**config.mk**
```make
export PLATFORM = sky130hd
export DESIGN_NAME = dft_feeder
export DESIGN_NICKNAME = d
export VERILOG_FILES = /design/src/rtl/dft_pkg.sv /design/src/rtl/dft_feed_skid.sv /design/src/rtl/dft_feeder.sv
export SDC_FILE = /design/constraint.sdc
export NUM_CORES = 1
export LEC_CHECK = 0
export CAP_MARGIN = 40
export CORE_MARGIN = 4
export CORE_UTILIZATION = 50
export CTS_BUF_LIST = sky130_fd_sc_hd__clkbuf_16
export CTS_CLUSTER_SIZE = 40
export DETAILED_ROUTE_END_ITERATION = 16
export GPL_ROUTABILITY_DRIVEN = 1
export GPL_TIMING_DRIVEN = 1
export HOLD_SLACK_MARGIN = 0.03
export PLACE_DENSITY = 0.79
export SLEW_MARGIN = 20
export SYNTH_ARGS = -nofsm -noshare
export SYNTH_HDL_FRONTEND = slang
export SYNTH_SLANG_ARGS = --single-unit
```
**constraint.sdc**
```tcl
create_clock -name i_clk -period 2.4 [get_ports i_clk]
set_clock_uncertainty 0.2 [all_clocks]
set_input_delay 0.36 -clock i_clk [delete_from_list [all_inputs] [get_ports i_clk]]
set_output_delay 0.36 -clock i_clk [all_outputs]
set_load 0.03 [all_outputs]
```
**src/rtl/dft_pkg.sv**
```systemverilog
// Shared definitions for the DFT input path: sample/address widths, run length
// defaults and the feeder FSM state encoding.
package dft_pkg;
  localparam int DFT_DATA_W  = 12;
  localparam int FEED_ADDR_W = 13;
  localparam int FEED_LEN    = 8192;

  localparam logic [1:0] ST_IDLE  = 2'd0;
  localparam logic [1:0] ST_RUN   = 2'd1;
  localparam logic [1:0] ST_FLUSH = 2'd2;

  // Samples that will occupy the output buffer next cycle before any pop.
  function automatic logic [1:0] feed_load(input logic [1:0] occ, input logic infl);
    return occ + {1'b0, infl};
  endfunction
endpackage

```
**src/rtl/dft_feed_skid.sv**
```systemverilog
// Two-entry valid/ready output buffer for the DFT feeder; the head entry drives
// the outgoing sample and occupancy is exported for the read-issue rule.
module dft_feed_skid
  import dft_pkg::*;
#(
  parameter int DATA_W = DFT_DATA_W
) (
  input  logic                     i_clk,
  input  logic                     i_rst_n,
  input  logic                     i_flush,
  input  logic                     i_push,
  input  logic signed [DATA_W-1:0] i_data,
  input  logic                     i_ready,
  output logic signed [DATA_W-1:0] o_data,
  output logic                     o_valid,
  output logic                     o_pop,
  output logic [1:0]               o_occ
);
  logic signed [DATA_W-1:0] r_mem [2];
  logic                     r_wr_ptr;
  logic                     r_rd_ptr;
  logic [1:0]               r_occ;
  logic                     w_pop;

  assign w_pop   = (r_occ != 2'd0) & i_ready;
  assign o_pop   = w_pop;
  assign o_valid = (r_occ != 2'd0);
  assign o_data  = r_mem[r_rd_ptr];
  assign o_occ   = r_occ;

  always_ff @(posedge i_clk or negedge i_rst_n) begin
    if (!i_rst_n) begin
      r_mem[0] <= '0;
      r_mem[1] <= '0;
      r_wr_ptr <= 1'b0;
      r_rd_ptr <= 1'b0;
      r_occ    <= 2'd0;
    end else if (i_flush) begin
      r_wr_ptr <= 1'b0;
      r_rd_ptr <= 1'b0;
      r_occ    <= 2'd0;
    end else begin
      if (i_push) begin
        r_mem[r_wr_ptr] <= i_data;
        r_wr_ptr        <= ~r_wr_ptr;
      end
      if (w_pop) r_rd_ptr <= ~r_rd_ptr;
      // Simultaneous push and pop leaves occupancy unchanged.
      case ({i_push, w_pop})
        2'b10:   r_occ <= r_occ + 2'd1;
        2'b01:   r_occ <= r_occ - 2'd1;
        default: r_occ <= r_occ;
      endcase
    end
  end
endmodule

```
**src/rtl/dft_feeder.sv**
```systemverilog
// Streams LEN stored ADC samples from a synchronous RAM into the DFT input,
// one per cycle under ready backpressure, with abort and a done pulse.
module dft_feeder
  import dft_pkg::*;
#(
  parameter int DATA_W = DFT_DATA_W,
  parameter int ADDR_W = FEED_ADDR_W,
  parameter int LEN    = FEED_LEN
) (
  input  logic                     i_clk,
  input  logic                     i_rst_n,
  input  logic                     i_start,
  input  logic                     i_abort,
  output logic                     o_busy,
  output logic                     o_done,
  output logic [ADDR_W-1:0]        o_mem_addr,
  output logic                     o_mem_rd,
  input  logic signed [DATA_W-1:0] i_mem_rdata,
  output logic signed [DATA_W-1:0] o_data_out,
  output logic                     o_valid_out,
  input  logic                     i_ready_in,
  output logic [1:0]               o_dbg_state,
  output logic [1:0]               o_dbg_occ
);
  localparam logic [ADDR_W-1:0] LAST_ADDR = ADDR_W'(LEN - 1);

  logic [1:0]        r_state;
  logic [ADDR_W-1:0] r_addr;
  logic              r_infl;
  logic              r_done;
  logic              w_pop;
  logic [1:0]        w_occ;
  logic              w_valid;
  logic              w_mem_rd;
  logic              w_flush;
  logic              w_last_pop;

  // Handshake: a sample transfers on every cycle with valid_out & ready_in;
  // valid_out stays high and data_out stays stable until that transfer,
  // except when abort or reset empties the buffer.
  dft_feed_skid #(.DATA_W(DATA_W)) u_skid (
    .i_clk   (i_clk),
    .i_rst_n (i_rst_n),
    .i_flush (w_flush),
    .i_push  (r_infl),
    .i_data  (i_mem_rdata),
    .i_ready (i_ready_in),
    .o_data  (o_data_out),
    .o_valid (w_valid),
    .o_pop   (w_pop),
    .o_occ   (w_occ)
  );

  // Load is at most 2, so a read is allowed unless the buffer would stay full.
  assign w_mem_rd   = (r_state == ST_RUN) & ((feed_load(w_occ, r_infl) != 2'd2) | w_pop);
  assign w_flush    = i_abort & (r_state != ST_IDLE);
  assign w_last_pop = (r_state == ST_FLUSH) & w_pop & (w_occ == 2'd1) & ~r_infl;

  always_ff @(posedge i_clk or negedge i_rst_n) begin
    if (!i_rst_n) begin
      r_state <= ST_IDLE;
      r_addr  <= '0;
      r_infl  <= 1'b0;
      r_done  <= 1'b0;
    end else begin
      r_done <= 1'b0;
      r_infl <= w_mem_rd & ~w_flush;
      if (w_flush) begin
        r_state <= ST_IDLE;
      end else begin
        case (r_state)
          ST_IDLE: begin
            if (i_start) begin
              r_state <= ST_RUN;
              r_addr  <= '0;
            end
          end
          ST_RUN: begin
            if (w_mem_rd) begin
              r_addr <= r_addr + ADDR_W'(1);
              if (r_addr == LAST_ADDR) r_state <= ST_FLUSH;
            end
          end
          ST_FLUSH: begin
            if (w_last_pop) begin
              r_state <= ST_IDLE;
              r_done  <= 1'b1;
            end
          end
          default: r_state <= ST_IDLE;
        endcase
      end
    end
  end

  assign o_busy      = (r_state != ST_IDLE);
  assign o_done      = r_done;
  assign o_mem_addr  = r_addr;
  assign o_mem_rd    = w_mem_rd;
  assign o_valid_out = w_valid;
  assign o_dbg_state = r_state;
  assign o_dbg_occ   = w_occ;
endmodule

```
==> flow_summary.ini <==
[run_status]
run_status = finished, final reports clean

[placement]
dpl-instance-area_um2 = 2830
portBuffers = 49
gp_congestion = 0.845
dp_hpwl_um = 3360
pre_cts_slack_ps = 68.7

[final_layout]
final_common_cell = dfrtp_1
syn_to_final_growth_pct = 34.1
drive_gt1_share_pct = 25.8
final_util_pct = 69.4
antenna_cells = 0
fin_area_um2 = 3020
final_net_count = 266
final_cell_mix = dfrtp_1, clkdlybuf4s50_1, mux2_2, nand2_1, mux2_4

[grt]
antenna_found_initial = 0
grt_pass1_wl_um = 8350
grt_overflow = 0
grt_max_degree = 46
grt_pass1_vias = 1731
grt_use_total_pct = 19.5

[logic_synthesis]
synth.area.top_cells = dfrtp_1, mux2_2, mux2_4, ha_1, nand2_1
syn_nets = 208
netlist_instances = 186
ys_ff_latch = 45
synth_seq_area_share_pct = 50.0
post_synth_instance_area_um2 = 2250
ys_types = 45
synthArstFlopShare_pct = 100
synth_top_area_share_pct = 50.0
yosys.area.top_type = dfrtp_1
synth_ff_type = dfrtp_1
synth_area_per_cell_um2 = 12.1
synth_edf_count = 0
synth_warnings = 0

[power_and_ir_drop]
powerDensity_nw_per_um2 = 1230
seq_power_share_pct = 32.3
p_comb_share_pct = 47.5
internal_power_mw = 2.39
p_leak_nw = 1.36
p_sw_mw = 1.33
ir_worst_vdd_mv = 0.552
power_frac_clock_pct = 20.2
power.share.switching_pct = 35.7

[worst_setup_path]
cp_max_fo = 12
end_kind = output port
cp.required_ps = 1840
worst-setup-path-type = register to output port
arrival_ps = 1790
cp_slowest_cell = clkdlybuf4s50_1
cp_slowest_stage_delay_ps = 600
critPathLaunchType = register
crit_chain = buf_12 -> mux2_2 -> clkdlybuf4s50_1

[sta]
fin_ws_ps = 46.8
finalSetupViolCount = 0
finalCritPeriodShare_pct = 98.0
rsz0062_at_grt = no
timing.fmax_mhz = 425
slew_viol_final = 0
setup_tns_ps = 0
hold_viol_final = 0
period_needed_ps = 2350
slew_headroom_pct = 62.4
worst_slew_pin_slew_ps = 564

[floorplanning]
floorplan.initialDensity_pct = 51.8
die_h_um = 75.1
rows = 24
ios = 50
die_w_um = 75.1
core_um2 = 4350
die_area_um2 = 5640

[drt]
wirelength_um = 4970
drtPass1Iterations = 4
drtAntennaViolNets = 0
via_per_inst = 5.56
num_vias = 1645
initialDrtViolationCount = 110
wl_per_cell_um = 16.8
route.detailed.drc = 0

[clocking]
cts_buffers = 5
root_buffer = clkbuf_16
clk_pin_slew_ps = 60
clk_latency_ps = 280
clockBufferDepth = 2
cts_tree = built
post-cts-setup-buffers = 0
cts-htree-levels = 2
clock_sinks = 45

[min_path]
hp-class = register to register

[flow_run]
maxCapViolations = 0
-- area by class of cell --
class / instances / area [um^2]
clock buffers: 5 / 125
clock inverters: 2 / 35.0
fillers: 313 / 1330
inverters: 10 / 37.5
multi-input cells: 125 / 1070
flip-flops and latches: 45 / 1130
well taps: 52 / 65.1
repair buffers: 57 / 568
-- cells in the mapped netlist, types with 2 or more instances --
master,n
mux2_2,26
inv_2,2
or3_1,4
nand3_1,7
dfrtp_1,45
mux2_1,2
nor4_2,2
ha_1,5
buf_2,3
inv_1,8
xor2_1,2
nand3b_1,2
mux2_4,10
nor2_1,7
o21ai_0,4
nand4_1,4
nand2_1,15
xnor2_1,3
mux2i_1,3
or4_1,2
a22o_1,2
and3_1,2
a21oi_1,4
-- per-layer routing --
layer,GRT usage [%],share of wire [%],vias up
li1,-,-,785
met1,25.4,44,815
met2,33.8,50,43
met3,4.01,5.3,2
met4,3.69,0.26,0
met5,0,0,-
-- power groups by stage --
stage,logic [mW],registers (mW),clock network [mW]
floorplan,1.12,1.23,0
detailed placement,1.77,1.21,0
finish,1.77,1.20,0.752
CTS,1.79,1.20,0.765
global placement,1.74,1.19,0
global route,1.89,1.24,0.792
-- critical path, delay by kind of cell (launching register included) --
family	cells	cell delay, ps
buffers and inverters	2	760
flip-flops	1	420
multiplexers	1	340
-- registers in the layout, indices dropped and copies added (netlist names) --
signal           cells
u_skid.r_mem        24
u_skid.r_wr_ptr      1
o_mem_addr          13
u_skid.o_occ         2
r_infl               1
o_dbg_state          2
o_done               1
u_skid.r_rd_ptr      1
-- worst paths after layout --
path | startpoint | to | slack (ps) | cells after the start
max | u_skid.r_rd_ptr | o_data_out[4] | 50 | 3
min | u_skid.r_mem[0] | u_skid.r_mem[0] | 300 | 1
max reg2reg | u_skid.o_occ[0] | o_mem_addr[12] | 260 | 5
min reg2reg | u_skid.r_mem[0] | u_skid.r_mem[0] | 300 | 1
max in group asynchronous | i_rst_n | o_mem_addr[10] | 1120 | 3
min in group asynchronous | i_rst_n | u_skid.r_mem[10] | 490 | 3
-- kinds of logic after synthesis --
logic type	count (synthesis)	share of synthesized area, %
AOI/OAI and AO/OA	20	6.55
xor gates and xnor gates	5	1.94
adders and majority gates	5	2.78
buffers and inverters	16	3.16
DFF	45	50.0
muxes	41	22.0
and+or+nand+nor	54	13.6
-- through the flow --
stage,power [mW],hold slack (ps),cells
floorplan,2.35,-136,186
CTS,3.75,301,296
global placement,2.93,268,288
global route,3.92,314,296
detailed placement,2.97,280,288
finish,3.72,300,296
-- timing repair --
action,4_1_cts,5_1_grt
endpoints found under the hold margin,45,0
pin swaps,0,0
hold buffers,1,0
resized for setup,1,5
endpoints found under the setup margin,1,5
No activity file was read; power rests on OpenSTA's default activity.
